==> src/rtl/alu_seq.sv <==
// rtl/alu_seq.sv - multi-byte ALU operation sequencer, LSB first with carry chaining
// Issues one SETTLE-cycle ALU pass per byte and returns the assembled result with a done pulse.
module alu_seq #(
   parameter int MAX_BYTES = 4,
   parameter int SETTLE    = 2
) (
   input  logic                   clk,
   input  logic                   rst,
   input  logic                   req_valid,
   output logic                   req_ready,
   input  logic [3:0]             req_op,
   input  logic                   req_invert,
   input  logic                   req_cin,
   input  logic [1:0]             req_len,
   input  logic [8*MAX_BYTES-1:0] req_a,
   input  logic [8*MAX_BYTES-1:0] req_b,
   output logic                   done_valid,
   output logic [8*MAX_BYTES-1:0] done_result,
   output logic [3:0]             done_flags,
   output logic [7:0]             alu_a,
   output logic [7:0]             alu_b,
   output logic [3:0]             alu_op,
   output logic                   alu_n_oe,
   output logic                   alu_invert,
   output logic                   alu_carry_in,
   input  logic [7:0]             alu_result,
   input  logic [3:0]             alu_flags
);

   localparam int W  = 8 * MAX_BYTES;
   localparam int CW = (SETTLE > 1) ? $clog2(SETTLE) : 1;

   typedef enum logic [1:0] {
      S_IDLE,
      S_EXEC,
      S_DONE
   } state_t;

   state_t         state_q, state_d;
   logic [3:0]     op_q, op_d;
   logic           inv_q, inv_d;
   logic           cin_q, cin_d;
   logic [1:0]     len_q, len_d;
   logic [W-1:0]   a_q, a_d;
   logic [W-1:0]   b_q, b_d;
   logic [1:0]     idx_q, idx_d;
   logic [CW-1:0]  cnt_q, cnt_d;
   logic [W-1:0]   res_q, res_d;
   logic           zacc_q, zacc_d;
   logic [2:0]     clast_q, clast_d;
   logic [W-1:0]   done_result_q, done_result_d;
   logic [3:0]     done_flags_q, done_flags_d;

   logic chained;
   logic is_inc;
   logic capture;
   int   boff;

   // Adder forms 01/10/11 chain through the carry-using form on upper bytes.
   assign chained = op_q[3] && (op_q[1:0] != 2'b00);
   assign is_inc  = op_q[3] && (op_q[1:0] == 2'b11);
   assign boff    = int'(idx_q) * 8;
   assign capture = (state_q == S_EXEC) && (cnt_q == CW'(SETTLE - 1));

   assign done_result = done_result_q;
   assign done_flags  = done_flags_q;

   always_ff @(posedge clk or posedge rst) begin
      if (rst) begin
         state_q       <= S_IDLE;
         op_q          <= '0;
         inv_q         <= 1'b0;
         cin_q         <= 1'b0;
         len_q         <= '0;
         a_q           <= '0;
         b_q           <= '0;
         idx_q         <= '0;
         cnt_q         <= '0;
         res_q         <= '0;
         zacc_q        <= 1'b0;
         clast_q       <= '0;
         done_result_q <= '0;
         done_flags_q  <= '0;
      end else begin
         state_q       <= state_d;
         op_q          <= op_d;
         inv_q         <= inv_d;
         cin_q         <= cin_d;
         len_q         <= len_d;
         a_q           <= a_d;
         b_q           <= b_d;
         idx_q         <= idx_d;
         cnt_q         <= cnt_d;
         res_q         <= res_d;
         zacc_q        <= zacc_d;
         clast_q       <= clast_d;
         done_result_q <= done_result_d;
         done_flags_q  <= done_flags_d;
      end
   end

   always_comb begin
      state_d       = state_q;
      op_d          = op_q;
      inv_d         = inv_q;
      cin_d         = cin_q;
      len_d         = len_q;
      a_d           = a_q;
      b_d           = b_q;
      idx_d         = idx_q;
      cnt_d         = cnt_q;
      res_d         = res_q;
      zacc_d        = zacc_q;
      clast_d       = clast_q;
      done_result_d = done_result_q;
      done_flags_d  = done_flags_q;

      req_ready    = 1'b0;
      done_valid   = 1'b0;
      alu_a        = 8'h00;
      alu_b        = 8'h00;
      alu_op       = 4'h0;
      alu_n_oe     = 1'b1;
      alu_invert   = 1'b0;
      alu_carry_in = 1'b0;

      case (state_q)
         S_IDLE: begin
            req_ready = 1'b1;
            if (req_valid) begin
               op_d    = req_op;
               inv_d   = req_invert;
               cin_d   = req_cin;
               len_d   = req_len;
               a_d     = req_a;
               b_d     = req_b;
               res_d   = '0;
               idx_d   = '0;
               cnt_d   = '0;
               state_d = S_EXEC;
            end
         end

         S_EXEC: begin
            alu_n_oe   = 1'b0;
            alu_invert = inv_q;
            alu_a      = a_q[boff +: 8];
            alu_b      = (is_inc && idx_q != 2'd0) ? 8'h00 : b_q[boff +: 8];
            if (chained && idx_q != 2'd0) begin
               alu_op       = {op_q[3:2], 2'b10};
               alu_carry_in = clast_q[0];
            end else begin
               alu_op       = op_q;
               alu_carry_in = cin_q;
            end

            if (capture) begin
               res_d[boff +: 8] = alu_result;
               zacc_d  = (idx_q == 2'd0) ? alu_flags[0] : (zacc_q & alu_flags[0]);
               clast_d = alu_flags[3:1];
               if (idx_q == len_q) begin
                  done_result_d = res_d;
                  done_flags_d  = {alu_flags[3:1], zacc_d};
                  state_d       = S_DONE;
               end else begin
                  idx_d = idx_q + 2'd1;
                  cnt_d = '0;
               end
            end else begin
               cnt_d = cnt_q + CW'(1);
            end
         end

         S_DONE: begin
            done_valid = 1'b1;
            state_d    = S_IDLE;
         end

         default: state_d = S_IDLE;
      endcase
   end

endmodule

==> config.mk <==
export PLATFORM = sky130hd
export DESIGN_NAME = alu_seq
export DESIGN_NICKNAME = d
export VERILOG_FILES = /design/src/rtl/alu_seq.sv
export SDC_FILE = /design/constraint.sdc
export NUM_CORES = 1
export LEC_CHECK = 0
export CAP_MARGIN = 20
export CORE_MARGIN = 3
export CORE_UTILIZATION = 35
export DETAILED_ROUTE_END_ITERATION = 10
export GPL_ROUTABILITY_DRIVEN = 0
export RECOVER_POWER = 100
export SKIP_CTS_REPAIR_TIMING = 1
export SLEW_MARGIN = 20
export SYNTH_ARGS = -nofsm -noshare
export SYNTH_HDL_FRONTEND = slang
export SYNTH_SLANG_ARGS = --single-unit
==> constraint.sdc <==
create_clock -name clk -period 8.2 [get_ports clk]
set_input_delay 0.82 -clock clk [delete_from_list [all_inputs] [get_ports clk]]
set_output_delay 0.82 -clock clk [all_outputs]
set_load 0.01 [all_outputs]
==> results.md <==
* Area Growth Syn to Fin at 33.9%
* CP Launch Type: input pin
* TritonCTS clock tree: yes
* DRT iter0 DRCs at 172
* Family with the most delay on the worst path: buffers and inverters
* First-pass DRT Iterations at 4
* Hold Fails Final Rpt at 0
* # IOs at 148
* Global-route wire length before repair at 26,100 microns
* Status: finished with violations
* Yosys reg bits at 147
* Worst-path maximum fanout at 54
* CTS H-tree depth at 4
* Req. time, crit path at 8.50 ns
* Max Fclk at 177 MHz
* Mean routed wirelength per cell at 19.1 microns
* TNS Setup at 0 ns
* CTS buffer count at 17
* Via count at 4,451
* HPWL Detailed at 11,400 microns
* Grt ovf at 0
* Critical path's largest stage delay at 2.16 ns
* Register area share after synthesis at 55.0%
* Die Width at 144 microns
* Maximum clock insertion buffer count at 2
* DR vias/cell at 5.19
* Clock root cell: clkbuf_16
* TritonCTS Sinks at 147
* Worst Tran Pin Value at 3.05 ns
* Number of global-route vias before repair at 4,778
* Die ar. at 20,800 sq um
* Initial Utilization at 36.4%
* Post-DP Area at 8310 sq um
* Wire length on met3 at 1150 microns
* Pwr dens at 393 nW/um^2
* Worst EP arrival at 5.95 ns
* Synth cell types at 40
* Buffers & Inverters on Critical Path at 2
* Routed wire length at 16,400 microns
* Area occupied by multi-input gates at 2750 sq um
* Leak Pwr at 4.00 nW
* Worst hold path type: reg -> reg
* Worst setup path class: in -> reg
* Fin crit period at 5.65 ns
* Residual DRC at 0
* Nets at 707
* Uppermost layer routed: met4
* VDD IR max at 0.174 mV
* Crit-path slowest cell: clkbuf_1
* Slew margin rel. at -105%
* Antenna viol nets, final at 0
* IO buf count at 147
* Layout cell share with drive strength beyond 1 at 24.2%
* Final setup vio count at 0
* YS warnings at 0
* Skew final at 0.00774 ns
* Synth Net Count at 571
* RSZ-0062 raised after global routing: false
* Failing checks: capacitance limit, slew limit
* Design area at 8950 sq um
* Final WS setup at 2.55 ns
* Syn Area/Cell at 14.0 sq um
* Fillers at 1,608
* Slew Viols, Final at 185
* Cell breakdown of the critical path: dlygate4sd3_1 -> nor3b_1 -> clkbuf_1 -> mux2i_1 -> a22o_1
* Largest net degree at the start of global routing at 79
* Fin crit share at 68.9%
* Cells after Synth at 479
* Worst Setup End Kind: flop
* Storage cell area at 3680 sq um
* DP Worst Slack at 4.32 ns
* Std cell rows at 49
* Initial antenna violation count at 0
* Clk pin slew, worst setup/hold paths at 0.06 ns
* Met2 wire len at 7700 microns
* Std-Cell Core Area at 18,400 sq um
* Total Routing Usage GR at 16.5%
* Clk_lat worst skew at 0.42 ns
* MaxCap Viol Count at 4
* DIE HEIGHT at 144 microns
* Metal-1 WL at 7300 microns
* Post-synthesis cell area at 6690 sq um
[flip-flops by register name, indices dropped and copies added, names as in the netlist, 4 cells and up]
name and flops:
a_q 32, b_q 32, done_flags 4, done_result 32, op_q 4, res_q 32
[cells in the mapped netlist (all sizes together)]
| library cell | count | area share [%] |
|---|---|---|
| nand2b | 1 | 0.094 |
| nor4bb | 2 | 0.30 |
| mux4 | 16 | 5.4 |
| nor3 | 1 | 0.24 |
| inv | 16 | 0.90 |
| dfrtp | 147 | 55 |
| and3 | 3 | 0.28 |
| and2 | 4 | 0.37 |
| buf | 26 | 2.1 |
| xor2 | 2 | 0.26 |
| nor3b | 2 | 0.37 |
| a31oi | 8 | 0.75 |
| nor2 | 10 | 0.56 |
| and3b | 1 | 0.13 |
| a31o | 1 | 0.13 |
| o211ai | 1 | 0.11 |
| nand3b | 2 | 0.22 |
| a32o | 7 | 1.0 |
| a311oi | 1 | 0.13 |
| o21ai | 2 | 0.15 |
| a22o | 39 | 5.1 |
| a41o | 8 | 1.2 |
| ha | 5 | 0.94 |
| o2bb2ai | 2 | 0.26 |
| o32ai | 1 | 0.13 |
| mux2i | 13 | 1.9 |
| and4 | 1 | 0.13 |
| clkbuf | 11 | 0.64 |
| nor2b | 36 | 3.4 |
| mux2 | 100 | 17 |
| a21bo | 1 | 0.15 |
| nand2 | 4 | 0.22 |
| and4b | 1 | 0.15 |
| o21a | 1 | 0.11 |
| a21oi | 3 | 0.22 |
[layout make-up]
| cell class | instances | area share, % |
|---|---|---|
| sequential | 147 | 41.1 |
| antenna | 1 | 0.0279 |
| timing repair buffer | 154 | 17.0 |
| tap | 229 | 3.20 |
| clock buffer | 19 | 4.95 |
| inverter | 16 | 0.685 |
| clock inverter | 13 | 2.31 |
| multi-input combinational | 279 | 30.8 |
[through the flow]
stage          util [%]  instances  total power [mW]  hold WS (ns)
2_1_floorplan         -        479              2.16         0.446
3_3_place_gp       45.2        823              2.71         0.465
3_5_place_dp       45.2        823              2.76         0.475
4_1_cts            48.7        855              3.62         0.494
5_1_grt            48.7        857              3.74         0.502
6_report           48.7        858              3.51         0.492
[where the power goes]
group          total (mW)  internal, mW  switching, mW
Clock               0.852         0.548          0.304
Sequential           1.20          1.03          0.177
Combinational        1.46         0.808          0.652
[worst paths after layout]
kind,from,end,slack [ns],depth (start not counted)
max,req_valid,res_q[16],2.55,5
min,res_q[22],res_q[22],0.49,1
max reg2reg,state_q[0],res_q[16],3.05,4
min reg2reg,res_q[22],res_q[22],0.49,1
max in group asynchronous,rst,a_q[1],3.61,3
min in group asynchronous,rst,done_result[15],1.76,2
[cells by family (layout without fill, tap and decap cells)]
family / Yosys count / in the layout / share of synthesized area, %
adders and majority gates: 5 / 5 / 0.935
and+or+nand+nor: 68 / 68 / 6.45
AOI/OAI and AO/OA: 75 / 75 / 9.50
other: 0 / 1 / 0
DFF: 147 / 147 / 55.0
muxes: 129 / 129 / 24.2
xor gates and xnor gates: 2 / 2 / 0.262
buffers and inverters: 53 / 202 / 3.67
[cells in the final DEF, fill, tap and decap left out, types with 2 or more instances in the layout]
| master | instances |
|---|---|
| a21oi_1 | 3 |
| a22o_1 | 39 |
| a31oi_1 | 8 |
| a32o_1 | 7 |
| a41o_1 | 8 |
| and2_1 | 4 |
| and3_1 | 3 |
| buf_4 | 2 |
| bufinv_16 | 5 |
| clkbuf_1 | 5 |
| clkbuf_16 | 17 |
| clkdlybuf4s50_1 | 85 |
| clkinv_2 | 3 |
| clkinv_4 | 2 |
| clkinvlp_4 | 2 |
| dfrtp_1 | 147 |
| dlygate4sd3_1 | 62 |
| ha_1 | 5 |
| inv_1 | 15 |
| mux2_1 | 2 |
| mux2_2 | 98 |
| mux2i_1 | 13 |
| mux4_2 | 16 |
| nand2_1 | 4 |
| nand3b_1 | 2 |
| nor2_1 | 10 |
| nor2b_1 | 36 |
| o21ai_0 | 2 |
| o2bb2ai_1 | 2 |
| xor2_1 | 2 |
[layer usage]
metal  GRT usage, %  vias up
met1           21.9     2247
li1               -     2047
met5              0        -
met3           4.96       19
met2           26.2      138
met4           5.35        0
(Power assumes the default switching activity.)
